$ cat src/rtl/ray_node_sched.sv
// Walks the valid children of one BVH node through a single ray_box_unit and reports hit mask and nearest hit.
// Latency: k*(L+1)+1 cycles for k valid children with box-unit latency L (1 cycle for an empty mask); one request in flight.
// Backpressure: node_ready only in IDLE; request fields hold until box_req_ready; result holds until res_ready.
module ray_node_sched #(
    parameter int FP_W    = 32,
    parameter int FP_FRAC = 16,
    parameter int N_CHILD = 4,
    localparam int IDX_W  = (N_CHILD > 1) ? $clog2(N_CHILD) : 1
) (
    input  logic                      clk,
    input  logic                      rst,
    input  logic                      node_valid,
    output logic                      node_ready,
    input  logic [11*FP_W-1:0]        node_ray,
    input  logic [N_CHILD*6*FP_W-1:0] node_boxes,
    input  logic [N_CHILD-1:0]        node_mask,
    output logic                      box_req_valid,
    input  logic                      box_req_ready,
    output logic [11*FP_W-1:0]        box_req_ray,
    output logic [6*FP_W-1:0]         box_req_box,
    input  logic                      box_resp_valid,
    output logic                      box_resp_ready,
    input  logic                      box_resp_hit,
    input  logic [FP_W-1:0]           box_resp_t_enter,
    output logic                      res_valid,
    input  logic                      res_ready,
    output logic [N_CHILD-1:0]        res_hit_mask,
    output logic                      res_any_hit,
    output logic [IDX_W-1:0]          res_nearest_idx,
    output logic [FP_W-1:0]           res_nearest_t
);

    localparam int BOX_W = 6 * FP_W;
    localparam int INT_W = FP_W - FP_FRAC;

    typedef enum logic [1:0] {IDLE, ISSUE, WAIT, DONE} state_t;

    state_t                    state, state_nxt;
    logic [11*FP_W-1:0]        ray_q;
    logic [N_CHILD*BOX_W-1:0]  boxes_q;
    logic [N_CHILD-1:0]        mask_q;
    logic [N_CHILD-1:0]        hit_q;
    logic [IDX_W-1:0]          idx_q;
    logic [IDX_W-1:0]          near_idx_q;
    logic [INT_W+FP_FRAC-1:0]  near_t_q;   // signed Q(INT_W).(FP_FRAC) distance

    logic                      node_acc;
    logic [IDX_W-1:0]          first_idx;
    logic                      nxt_found;
    logic [IDX_W-1:0]          nxt_idx;
    logic                      take_near;

    // Lowest set bit of the incoming mask and next set bit above the current child.
    always_comb begin
        first_idx = '0;
        for (int i = N_CHILD - 1; i >= 0; i--) begin
            if (node_mask[i]) first_idx = IDX_W'(i);
        end
    end

    always_comb begin
        nxt_found = 1'b0;
        nxt_idx   = '0;
        for (int i = N_CHILD - 1; i >= 0; i--) begin
            if (mask_q[i] && (i > int'(idx_q))) begin
                nxt_found = 1'b1;
                nxt_idx   = IDX_W'(i);
            end
        end
    end

    // Strict less-than keeps the earlier (lower-index) child on equal distances.
    assign take_near = box_resp_hit &&
                       ((hit_q == '0) || ($signed(box_resp_t_enter) < $signed(near_t_q)));

    assign node_acc = node_valid && node_ready;

    always_ff @(posedge clk or posedge rst) begin
        if (rst) state <= IDLE;
        else     state <= state_nxt;
    end

    always_comb begin
        state_nxt = state;
        case (state)
            IDLE:  if (node_acc)       state_nxt = (node_mask == '0) ? DONE : ISSUE;
            ISSUE: if (box_req_ready)  state_nxt = WAIT;
            WAIT:  if (box_resp_valid) state_nxt = nxt_found ? ISSUE : DONE;
            DONE:  if (res_ready)      state_nxt = IDLE;
            default:                   state_nxt = IDLE;
        endcase
    end

    always_comb begin
        node_ready     = (state == IDLE) && !rst;
        box_req_valid  = (state == ISSUE);
        box_resp_ready = (state == WAIT);
        res_valid      = (state == DONE);
    end

    always_ff @(posedge clk or posedge rst) begin
        if (rst) begin
            ray_q      <= '0;
            boxes_q    <= '0;
            mask_q     <= '0;
            hit_q      <= '0;
            idx_q      <= '0;
            near_idx_q <= '0;
            near_t_q   <= '0;
        end else if (node_acc) begin
            ray_q      <= node_ray;
            boxes_q    <= node_boxes;
            mask_q     <= node_mask;
            hit_q      <= '0;
            idx_q      <= first_idx;
            near_idx_q <= '0;
            near_t_q   <= '0;
        end else if (state == WAIT && box_resp_valid) begin
            if (box_resp_hit) hit_q[idx_q] <= 1'b1;
            if (take_near) begin
                near_idx_q <= idx_q;
                near_t_q   <= box_resp_t_enter;
            end
            if (nxt_found) idx_q <= nxt_idx;
        end
    end

    assign box_req_ray     = ray_q;
    assign box_req_box     = boxes_q[int'(idx_q) * BOX_W +: BOX_W];
    assign res_hit_mask    = hit_q;
    assign res_any_hit     = |hit_q;
    assign res_nearest_idx = near_idx_q;
    assign res_nearest_t   = near_t_q;

endmodule

$ cat config.mk
export PLATFORM = sky130hd
export DESIGN_NAME = ray_node_sched
export DESIGN_NICKNAME = d
export VERILOG_FILES = /design/src/rtl/ray_node_sched.sv
export SDC_FILE = /design/constraint.sdc
export NUM_CORES = 2
export LEC_CHECK = 0
export CELL_PAD_IN_SITES_DETAIL_PLACEMENT = 1
export CELL_PAD_IN_SITES_GLOBAL_PLACEMENT = 2
export CORE_AREA = 5 5 672 674
export CTS_CLUSTER_DIAMETER = 150
export DETAILED_ROUTE_END_ITERATION = 8
export DIE_AREA = 0 0 677 679
export PLACE_DENSITY_LB_ADDON = 0.1
export SYNTH_ARGS = -nofsm -noshare
export SYNTH_HDL_FRONTEND = slang
export SYNTH_SLANG_ARGS = --single-unit
export TNS_END_PERCENT = 100
$ cat constraint.sdc
create_clock -name clk -period 105 [get_ports clk]
set_input_delay 21 -clock clk [delete_from_list [all_inputs] [get_ports clk]]
set_output_delay 21 -clock clk [all_outputs]
set_load 0.005 [all_outputs]
==> summary.md <==
The run finished with clean final reports. In this run, post-CTS repair resized a total of 0 instances. The leakage dissipation came out at 0.0362 uW.

The path class of the tightest hold or removal check is reg2reg. Summed over its instances, the top area cell type makes up 58.4% of the synthesized netlist area. The maximum buffer depth of the clock tree came out at 4.

The commonest cells after synthesis are sky130_fd_sc_hd__nand2_1, sky130_fd_sc_hd__dfrtp_1, sky130_fd_sc_hd__clkbuf_1, sky130_fd_sc_hd__mux4_2, sky130_fd_sc_hd__buf_2. The Yosys step of the flow raised 0 warnings. Across the routed clock network, the largest skew measured is 0.0380 ns. Dividing the synthesized area by the synthesized cell count gives 9.34 sq um. After floorplanning, the core was divided into 245 placement rows.

For this run, the register share of the synthesized area comes to 58.4%. The die is 679 um tall. The first detailed-routing pass ran for 5 iterations.

The detail route stage leaves a number of antenna-violating nets equal to 0. The clock input transition at the sequential cells of the worst setup and hold paths is 0.05 ns. Once the floorplan was initialized, standard cells occupied 11.2% of the core. For the hold buffer count at CTS, the log shows 0. STA classifies the critical path endpoint as an output pin. TritonCTS built the clock tree. STA puts the critical path data required time at 84.00 ns. The worst setup path is launched from a primary input. Global routing finished with a remaining overflow of 0. The global-route usage over all layers came out at 14.6%. The H-tree generated during clock tree synthesis spans 4 levels.

The worst-case IR drop observed on VDD is 0.0148 mV. The worst relative slew slack is 30.7%. The actual slew at the worst max-slew pin is 1.04 ns, and the maximum number of pins on one net before global-route repair is 140. Dividing the final minimum period by the clock period gives 41.3%. In this run the tool buffered the top-level ports with 1,749 buffer cells. The time the worst path needs with I/O delays and setup is 43.37 ns, and the net total in the final layout is 8,219. In this run the horizontal extent of the chip is 677 um.

The buffer type at the clock tree root was sky130_fd_sc_hd__clkbuf_16. Counting flops with a built-in enable in the synthesized netlist gives 0. The number of global-route vias before repair was 49,700; the routed via count divided by cell count was 3.47. The first-pass GRT wire length is 464,000 um, and the fraction of layout cells with a size suffix above 1 is 8.00%. The core region is 444,000 sq um. The run gives 0.812 as the final weighted congestion in routability-driven placement. For this run, design rule violations remaining after detail routing come to 0. The run gives 179 as the number of buffers inserted during clock tree synthesis.

The signal arrival time at the worst endpoint came out at 22.37 ns. The clock insertion delay at the later pin of the skew report is 0.87 ns. The distinct cell type count after synthesis is 51, and the average detailed-routed wire length per instance is 26.3 um.

Of all nets on the critical path, the largest fanout is 3. The tools report the overall die area as 460,000 sq um. The run gives 0 ns as the setup TNS. The register bit count reported by yosys is 1,165.

The tools report the routed via count as 45,600. Setup repair after global routing left no endpoint under its margin. The cell type with the largest total area after synthesis was sky130_fd_sc_hd__dfrtp_1.

For this run, the leading register cell type out of synthesis is sky130_fd_sc_hd__dfrtp_1. In the synthesized netlist the async set-or-reset flop fraction comes to 100%. Startpoint-to-endpoint class of the critical path: in2out. The final non-filler cell total is 13,100, and the max-cap violation count is 0. The final number of hold-violating endpoints was 0. In this run the count of I/O pins placed on the die edge is 1,750.

Compared with the post-synthesis result, the final layout area differs by 60.4%. Summing every instance area after synthesis gives 49,900 sq um. For this design the ratio of total power to cell area is 30.9 nW/um^2. The maximum clock rate was 23.1 MHz.

In this run, the number of DRC markers left after iteration 0 of detailed routing was 2,143. Setup violations remaining at the end of the flow were counted as 0. The cell count after synthesis is 5,343.

Yosys attributes the largest share of cell area to sky130_fd_sc_hd__dfrtp_1, sky130_fd_sc_hd__nand2_1, sky130_fd_sc_hd__mux4_2, sky130_fd_sc_hd__clkbuf_1, sky130_fd_sc_hd__buf_2. The initial antenna violation count came out at 374. The tools report the sum of routed wire length over all layers as 346,000 um. Summed over all nets, the half-perimeter wirelength after detailed placement is 268,000 um. The number of setup buffers added after CTS is 0.

The run gives 6,537 as the synthesized netlist net count. The number of pins exceeding their max-slew limit in the final report is 0, and the worst-case register-to-register setup slack is 99.26 ns. The clock drives 1,165 sinks. By instance count, the leading cell after synthesis is sky130_fd_sc_hd__nand2_1.

Post-placement cell count: 12,800.
## metal layers
metal | vias to the layer above | GRT usage, % | wire [um]
met5 | - | 0 | 751
met4 | 128 | 2.73 | 9700
met3 | 889 | 5.71 | 29400
met2 | 1723 | 27.6 | 181000
met1 | 22600 | 15.1 | 125000
li1 | 20300 | - | -
## flip-flops by register name, indices dropped and copies added, names as in the netlist
register / count
boxes_q: 768
box_req_ray: 352
res_nearest_t: 32
res_hit_mask: 4
mask_q: 3
idx_q: 2
res_nearest_idx: 2
state: 2
## logic make-up (layout without fill, tap and decap cells)
kind of cell	after synthesis	count (layout)	synth area share (%)
AO/OA/AOI/OAI	150	150	2.94
adder cells (fa/ha/maj)	31	31	0.777
buffers and inverters	389	2206	3.29
flip-flops	1165	1165	58.4
multiplexers	194	194	8.71
other	0	53	0
AND/OR/NAND/NOR	3414	3414	25.9
## worst paths after layout
kind / startpoint / endpoint / cells past startpoint
max: rst / node_ready / 3
min: boxes_q[461] / boxes_q[461] / 2
max reg2reg: state[0] / boxes_q[518] / 10
min reg2reg: boxes_q[461] / boxes_q[461] / 2
max in group asynchronous: rst / boxes_q[157] / 8
min in group asynchronous: rst / box_req_ray[334] / 2
## cell type report
class | count | area (sq um)
diodes | 53 | 133
clock buffers | 285 | 5450
clock inverters | 31 | 392
fillers | 51200 | 364000
inverters | 70 | 270
multi-input cells | 3789 | 19200
flip-flops and latches | 1165 | 29200
well taps | 5928 | 7420
repair buffers | 1820 | 18100
## cell usage in the layout, fill, tap and decap left out, drive strengths merged, types with 3 or more instances in the layout
| cell | instances |
|---|---|
| nor3 | 3 |
| a21oi | 16 |
| a31oi | 4 |
| bufinv | 7 |
| o211ai | 35 |
| o311ai | 34 |
| clkbuf | 285 |
| ha | 31 |
| a21bo | 3 |
| o21ai | 10 |
| mux4 | 192 |
| nor2b | 5 |
| buf | 71 |
| nand4 | 4 |
| nand2 | 3377 |
| a21o | 34 |
| inv | 76 |
| dfrtp | 1165 |
| clkinv | 16 |
| nor2 | 13 |
| diode | 53 |
| nand3 | 4 |
| clkdlybuf4s50 | 1749 |
## report_power, final
part / switching (uW) / internal [uW]
sequential: 155 / 676
combinational: 516 / 503
clock: 252 / 371
total: 923 / 1550
## worst max-delay path: stages
cell and delay (ns):
sky130_fd_sc_hd__clkdlybuf4s50_1 0.56, sky130_fd_sc_hd__nor3_1 0.25, sky130_fd_sc_hd__clkdlybuf4s50_1 0.55
## stage by stage
step	hold WS, ns	cell area, sq um	setup slack (ns)	utilization [%]	power (uW)
final	0.464	80100	61.63	18.0	2470
after global routing	0.481	80000	61.60	18.0	2650
after CTS	0.472	80000	61.63	18.0	2560
after detailed placement	0.459	74100	61.65	16.7	1900
after global placement	0.452	74100	61.55	16.7	1900
after floorplan	0.438	49900	51.17	-	1220
Power figures use the tool's default switching activity.
